==> config.mk <==
export PLATFORM = sky130hd
export DESIGN_NAME = count_seq_gen_flat
export DESIGN_NICKNAME = d
export VERILOG_FILES = /design/src/rtl/count_seq_gen_pkg.sv /design/src/rtl/count_seq_gen_if.sv /design/src/rtl/count_seq_gen_sat_ctr.sv /design/src/rtl/count_seq_gen.sv /design/src/flat_wrapper.sv
export SDC_FILE = /design/constraint.sdc
export NUM_CORES = 1
export LEC_CHECK = 0
export BUFFER_PORTS_ARGS = -buffer_cell sky130_fd_sc_hd__buf_2
export CORE_MARGIN = 2
export CORE_UTILIZATION = 40
export DETAILED_ROUTE_END_ITERATION = 7
export PLACE_DENSITY_LB_ADDON = 0.08
export RECOVER_POWER = 50
export SETUP_SLACK_MARGIN = 0.1
export SKIP_LAST_GASP = 1
export SLEW_MARGIN = 20
export SYNTH_ARGS = -nofsm -noshare
export SYNTH_HDL_FRONTEND = slang
export SYNTH_SLANG_ARGS = --single-unit
==> constraint.sdc <==
create_clock -name clk -period 3.06 [get_ports clk]
set_input_delay 0.765 -clock clk [delete_from_list [all_inputs] [get_ports clk]]
set_output_delay 0.765 -clock clk [all_outputs]
set_load 0.02 [all_outputs]
==> src/rtl/count_seq_gen_pkg.sv <==
// Shared types and defaults for the count/prevcount sequence generator.
// The optional error injector is enabled with COUNT_SEQ_ERR_INJECT_EN.
package count_seq_pkg;

    typedef enum logic [1:0] {IDLE, RUN, DRAIN} count_seq_state_e;

    localparam int COUNT_SEQ_DEF_WIDTH      = 4;
    localparam int COUNT_SEQ_DEF_WRAP_CNT_W = 8;

endpackage

==> src/rtl/count_seq_gen_if.sv <==
// Handshake and sequence bus between the generator (master) and its consumer (slave).
// COUNT_SEQ_ERR_INJECT_EN adds the inj_skip request line.
interface count_seq_gen_if
    import count_seq_pkg::*;
#(
    parameter int WIDTH      = COUNT_SEQ_DEF_WIDTH,
    parameter int WRAP_CNT_W = COUNT_SEQ_DEF_WRAP_CNT_W
);

    logic                  en;
    logic                  load;
    logic [WIDTH-1:0]      load_val;
    logic                  load_ack;
    logic                  ready;
    logic                  valid;
    logic [WIDTH-1:0]      count;
    logic [WIDTH-1:0]      prevcount;
    logic                  wrap;
    logic [WRAP_CNT_W-1:0] wrap_cnt;
`ifdef COUNT_SEQ_ERR_INJECT_EN
    logic                  inj_skip;
`endif

    modport master (
`ifdef COUNT_SEQ_ERR_INJECT_EN
        input  inj_skip,
`endif
        input  en, load, load_val, ready,
        output load_ack, valid, count, prevcount, wrap, wrap_cnt
    );

    modport slave (
`ifdef COUNT_SEQ_ERR_INJECT_EN
        output inj_skip,
`endif
        output en, load, load_val, ready,
        input  load_ack, valid, count, prevcount, wrap, wrap_cnt
    );

endinterface

==> src/rtl/count_seq_gen_sat_ctr.sv <==
// Saturating up-counter used to tally accepted wrap beats.
module count_seq_sat_ctr #(
    parameter int WRAP_CNT_W = 8
) (
    input  logic                  clk,
    input  logic                  rst,
    input  logic                  inc,
    output logic [WRAP_CNT_W-1:0] value
);

    // Count up on each request and stick at all-ones instead of rolling over.
    always_ff @(posedge clk) begin
        if (rst) begin
            value <= '0;
        end else if (inc && (value != '1)) begin
            value <= value + 1'b1;
        end
    end

endmodule

==> src/rtl/count_seq_gen.sv <==
// Wrapping count/prevcount sequence source with valid/ready handshake, load and
// wrap tally. Defining COUNT_SEQ_ERR_INJECT_EN enables the +2 skip injector.
module count_seq_gen
    import count_seq_pkg::*;
#(
    parameter int               WIDTH      = COUNT_SEQ_DEF_WIDTH,
    parameter logic [WIDTH-1:0] INIT_COUNT = '0,
    parameter int               WRAP_CNT_W = COUNT_SEQ_DEF_WRAP_CNT_W
) (
    input logic                  clk,
    input logic                  rst,
    count_seq_gen_if.master      bus
);

    count_seq_state_e state;
    logic             valid_q;
    logic             wrap_q;
    logic             load_ack_q;
    logic [WIDTH-1:0] count_q;
    logic [WIDTH-1:0] prev_q;

    logic             slot_free;
    logic [WIDTH:0]   step;
    logic [WIDTH:0]   sum;
    logic [WIDTH-1:0] adv_count;
    logic             adv_carry;

    assign slot_free = !valid_q || bus.ready;

    // Next value on advance; the carry out marks a crossing through zero.
    always_comb begin
        step = (WIDTH+1)'(1);
`ifdef COUNT_SEQ_ERR_INJECT_EN
        if (bus.inj_skip) begin
            step = (WIDTH+1)'(2);
        end
`endif
        sum       = {1'b0, count_q} + step;
        adv_count = sum[WIDTH-1:0];
        adv_carry = sum[WIDTH];
    end

    // Control FSM with registered beat outputs; a load always beats an advance.
    always_ff @(posedge clk) begin
        if (rst) begin
            state      <= IDLE;
            valid_q    <= 1'b0;
            wrap_q     <= 1'b0;
            load_ack_q <= 1'b0;
            count_q    <= INIT_COUNT;
            prev_q     <= WIDTH'(INIT_COUNT - 1'b1);
        end else begin
            load_ack_q <= 1'b0;
            if (bus.load && slot_free) begin
                count_q    <= bus.load_val;
                prev_q     <= WIDTH'(bus.load_val - 1'b1);
                wrap_q     <= 1'b0;
                load_ack_q <= 1'b1;
                valid_q    <= 1'b1;
                state      <= RUN;
            end else begin
                case (state)
                    IDLE: begin
                        if (bus.en) begin
                            valid_q <= 1'b1;
                            state   <= RUN;
                        end
                    end
                    RUN: begin
                        if (bus.ready) begin
                            if (bus.en) begin
                                prev_q  <= count_q;
                                count_q <= adv_count;
                                wrap_q  <= adv_carry;
                            end else begin
                                valid_q <= 1'b0;
                                wrap_q  <= 1'b0;
                                state   <= IDLE;
                            end
                        end else if (!bus.en) begin
                            state <= DRAIN;
                        end
                    end
                    DRAIN: begin
                        if (bus.ready) begin
                            valid_q <= 1'b0;
                            wrap_q  <= 1'b0;
                            state   <= IDLE;
                        end
                    end
                    default: begin
                        valid_q <= 1'b0;
                        wrap_q  <= 1'b0;
                        state   <= IDLE;
                    end
                endcase
            end
        end
    end

    count_seq_sat_ctr #(
        .WRAP_CNT_W(WRAP_CNT_W)
    ) u_wrap_ctr (
        .clk  (clk),
        .rst  (rst),
        .inc  (valid_q && bus.ready && wrap_q),
        .value(bus.wrap_cnt)
    );

    assign bus.valid     = valid_q;
    assign bus.count     = count_q;
    assign bus.prevcount = prev_q;
    assign bus.wrap      = wrap_q;
    assign bus.load_ack  = load_ack_q;

endmodule

==> src/flat_wrapper.sv <==
// flat-port wrapper written by rule: the top's interface ports become plain ports
module count_seq_gen_flat import count_seq_pkg::*;
#(
    parameter int               WIDTH      = COUNT_SEQ_DEF_WIDTH,
    parameter logic [WIDTH-1:0] INIT_COUNT = '0,
    parameter int               WRAP_CNT_W = COUNT_SEQ_DEF_WRAP_CNT_W
)
  (clk, rst, bus_en, bus_load, bus_load_val, bus_ready, bus_load_ack, bus_valid, bus_count, bus_prevcount, bus_wrap, bus_wrap_cnt);
  count_seq_gen_if #(.WIDTH(WIDTH), .WRAP_CNT_W(WRAP_CNT_W)) bus_i ();
  input logic clk;
  input logic rst;
  input wire logic [$bits(bus_i.en)-1:0] bus_en;
  input wire logic [$bits(bus_i.load)-1:0] bus_load;
  input wire logic [$bits(bus_i.load_val)-1:0] bus_load_val;
  input wire logic [$bits(bus_i.ready)-1:0] bus_ready;
  output wire logic [$bits(bus_i.load_ack)-1:0] bus_load_ack;
  output wire logic [$bits(bus_i.valid)-1:0] bus_valid;
  output wire logic [$bits(bus_i.count)-1:0] bus_count;
  output wire logic [$bits(bus_i.prevcount)-1:0] bus_prevcount;
  output wire logic [$bits(bus_i.wrap)-1:0] bus_wrap;
  output wire logic [$bits(bus_i.wrap_cnt)-1:0] bus_wrap_cnt;
  assign bus_i.en = bus_en;
  assign bus_i.load = bus_load;
  assign bus_i.load_val = bus_load_val;
  assign bus_i.ready = bus_ready;
  assign bus_load_ack = bus_i.load_ack;
  assign bus_valid = bus_i.valid;
  assign bus_count = bus_i.count;
  assign bus_prevcount = bus_i.prevcount;
  assign bus_wrap = bus_i.wrap;
  assign bus_wrap_cnt = bus_i.wrap_cnt;
  count_seq_gen #(.WIDTH(WIDTH), .INIT_COUNT(INIT_COUNT), .WRAP_CNT_W(WRAP_CNT_W)) u_core (.clk(clk), .rst(rst), .bus(bus_i));
endmodule
==> metrics.cfg <==
[die]
start_util=0.4242
dieArea_um2=3054
design.core.area_um2=2477
io_pins=28
die_w_um=55.26
die_h_um=55.26
row_count=18

[power]
leakagePower_nw=0.5080
vdd_drop_max_mv=0.2964
power_density_nw_per_um2=419.0

[detailed_routing]
drt-pass1-iter-count=4
drtIter0Drc=27
dr_total_vias=965
drt-vias-per-instance=5.452
wl_per_cell_um=13.18
antenna_left=0
drc=0
drt_wl_total_mm=2.332

[critical_path]
crit_required_ns=3.26
max_stage_delay_ns=0.43
cp-startpoint=bus_ready
cp-end-kind=flip-flop
worstSetupPathType=input port to flip-flop
cp_slowest_cell=and2_0
crit_buf_inv=1
critPathLaunchType=input port
cp_top_family=simple AND/OR/NAND/NOR gates
cp_cell_sequence=clkbuf_1 > nand2b_1 > and2_0 > nor3_1 > a2111oi_2
worstReg2RegStart=u_core.state[1]
worst_ep_arrival_time_ns=2.06
worstPathMaxFanout=9

[timing]
fmaxAchievable_mhz=537.0
setup_viol=0
slew_violations=0
max_slew_margin=0.6562
min_period_over_period=0.6086
holdWs_ns=0.4745
hold_viol_final=0
worst_slew_pin_slew_ns=0.5158
fin_crit_ns=1.862
rsz0062_at_grt=no
tns_ns=0
skew_ns=0.004393

[grt]
antenna_found_initial=0
grt_pass1_vias=908
grt_overflow=0
grt_max_degree=23
grt_usage=0.1566
grt_pass1_wl_mm=3.960

[cells_and_area]
antennaDiodeCount=0
drive_above_1_share=0.1905
finish.net_count=160
syn_to_final_growth_pct=14.64
fill_cells=268
final_cell_mix=buf_2 (21), dfxtp_1 (21), nor2_1 (11)

[min_path]
hp-class=flip-flop to flip-flop
hold_start=u_core.bus.prevcount[0]

[cts]
post_cts_buffers=0
ctsResizeCount=0
root_buffer=clkbuf_4
htreeDepth=1
clockBufferDepth=2
cts_tree=yes
cts-buffers-inserted=3
clock_sinks=21
clkLatencyLatePin_ns=0.29
holdBufCountCts=0
clk_pin_slew_ns=0.12

[synthesis]
avgSynthCellArea_um2=8.758
synth.distinct_cells=42
syn_inst=120
syn_nets=132
syn_area_um2=1051
yosysWarnings=0
async_flop_share=0
ys_ff_latch=21
synth_edf_count=0
ys.flop_type=dfxtp_1
ys_seq_area_frac=0.4000

[outcome]
status=completed

[place]
dp_hpwl_mm=1.727
numPortBuffers=27
globalplace.congestion=0.7501

[job]
maxCapViolations=0

==> cells in the mapped netlist (all sizes together), types with 2 or more instances <==
cell / instances / share of area
ha: 3 / 0.036
nand2b: 3 / 0.025
and3: 3 / 0.019
inv: 5 / 0.018
dfxtp: 21 / 0.40
a211oi: 4 / 0.029
clkbuf: 2 / 0.0071
o21ai: 4 / 0.019
nor2: 11 / 0.039
nand3: 3 / 0.014
nand2: 8 / 0.029
and2: 2 / 0.014
nor3: 8 / 0.038
buf: 2 / 0.014
mux2: 2 / 0.021
nand4: 3 / 0.018
o31ai: 2 / 0.014
xor2: 3 / 0.025
nor2b: 2 / 0.012
a21oi: 8 / 0.042
a31oi: 4 / 0.024
a221o: 2 / 0.019
==> stage by stage <==
stage	cells	util	setup slack [ns]	area [um^2]	power [mW]
floorplan	120	-	1.256	1051	0.3586
finish	177	0.4864	1.198	1205	0.5048
global placement	173	0.4848	1.127	1201	0.3838
global route	177	0.4864	1.118	1205	0.5301
detailed placement	173	0.4848	1.078	1201	0.3849
CTS	177	0.4955	1.302	1227	0.5152
==> power by group <==
group	internal, mW	leakage [nW]	switching [mW]
registers	0.285	0.172	0.0122
clock network	0.0507	0.0150	0.0801
logic	0.0285	0.321	0.0479
==> layout make-up <==
type | count | area [um^2] | share of cell area
multi-input cells | 90 | 574.3 | 0.4766
repair buffers | 27 | 127.6 | 0.1059
well taps | 30 | 37.54 | 0.03115
flip-flops and latches | 21 | 420.4 | 0.3489
inverters | 5 | 18.77 | 0.01558
clock buffers | 4 | 26.28 | 0.02181
==> kinds of logic after synthesis <==
logic type / after synthesis / share of synthesized area
DFF: 21 / 0.4000
AOI/OAI and AO/OA: 31 / 0.2071
muxes: 3 / 0.03095
and+or+nand+nor: 49 / 0.2536
xor gates and xnor gates: 4 / 0.03334
adders and majority gates: 3 / 0.03572
buffers and inverters: 9 / 0.03929
==> sequential cells by signal, indices dropped and copies added (netlist names) <==
signal,cells
u_core.u_wrap_ctr.value,8
u_core.bus.count,4
u_core.bus.prevcount,4
u_core.state,2
u_core.bus.load_ack,1
u_core.bus.valid,1
u_core.bus.wrap,1
==> metal layers <==
metal / routed length [um] / global-route usage / vias to the layer above
met5: 0 / 0 / -
met4: 15 / 0.05226 / 0
met3: 104 / 0.02576 / 2
met2: 1104 / 0.2653 / 21
met1: 1107 / 0.2015 / 450
li1: - / - / 492
==> worst register-to-register path, stage by stage, from the launching register on <==
cell     delay [ns]
dfxtp_1        0.46
and4b_1        0.27
a21oi_1        0.43
o21ai_0        0.17
a31oi_1        0.18
==> final timing paths <==
| check | to | cells after the start | slack, ns |
|---|---|---|---|
| setup / recovery | u_core.bus.count[1] | 5 | 1.20 |
| hold / removal | u_core.bus.prevcount[0] | 1 | 0.47 |
| setup reg to reg | u_core.bus.count[2] | 4 | 1.49 |
| hold reg to reg | u_core.bus.prevcount[0] | 1 | 0.47 |
Power figures use the tool's default switching activity.
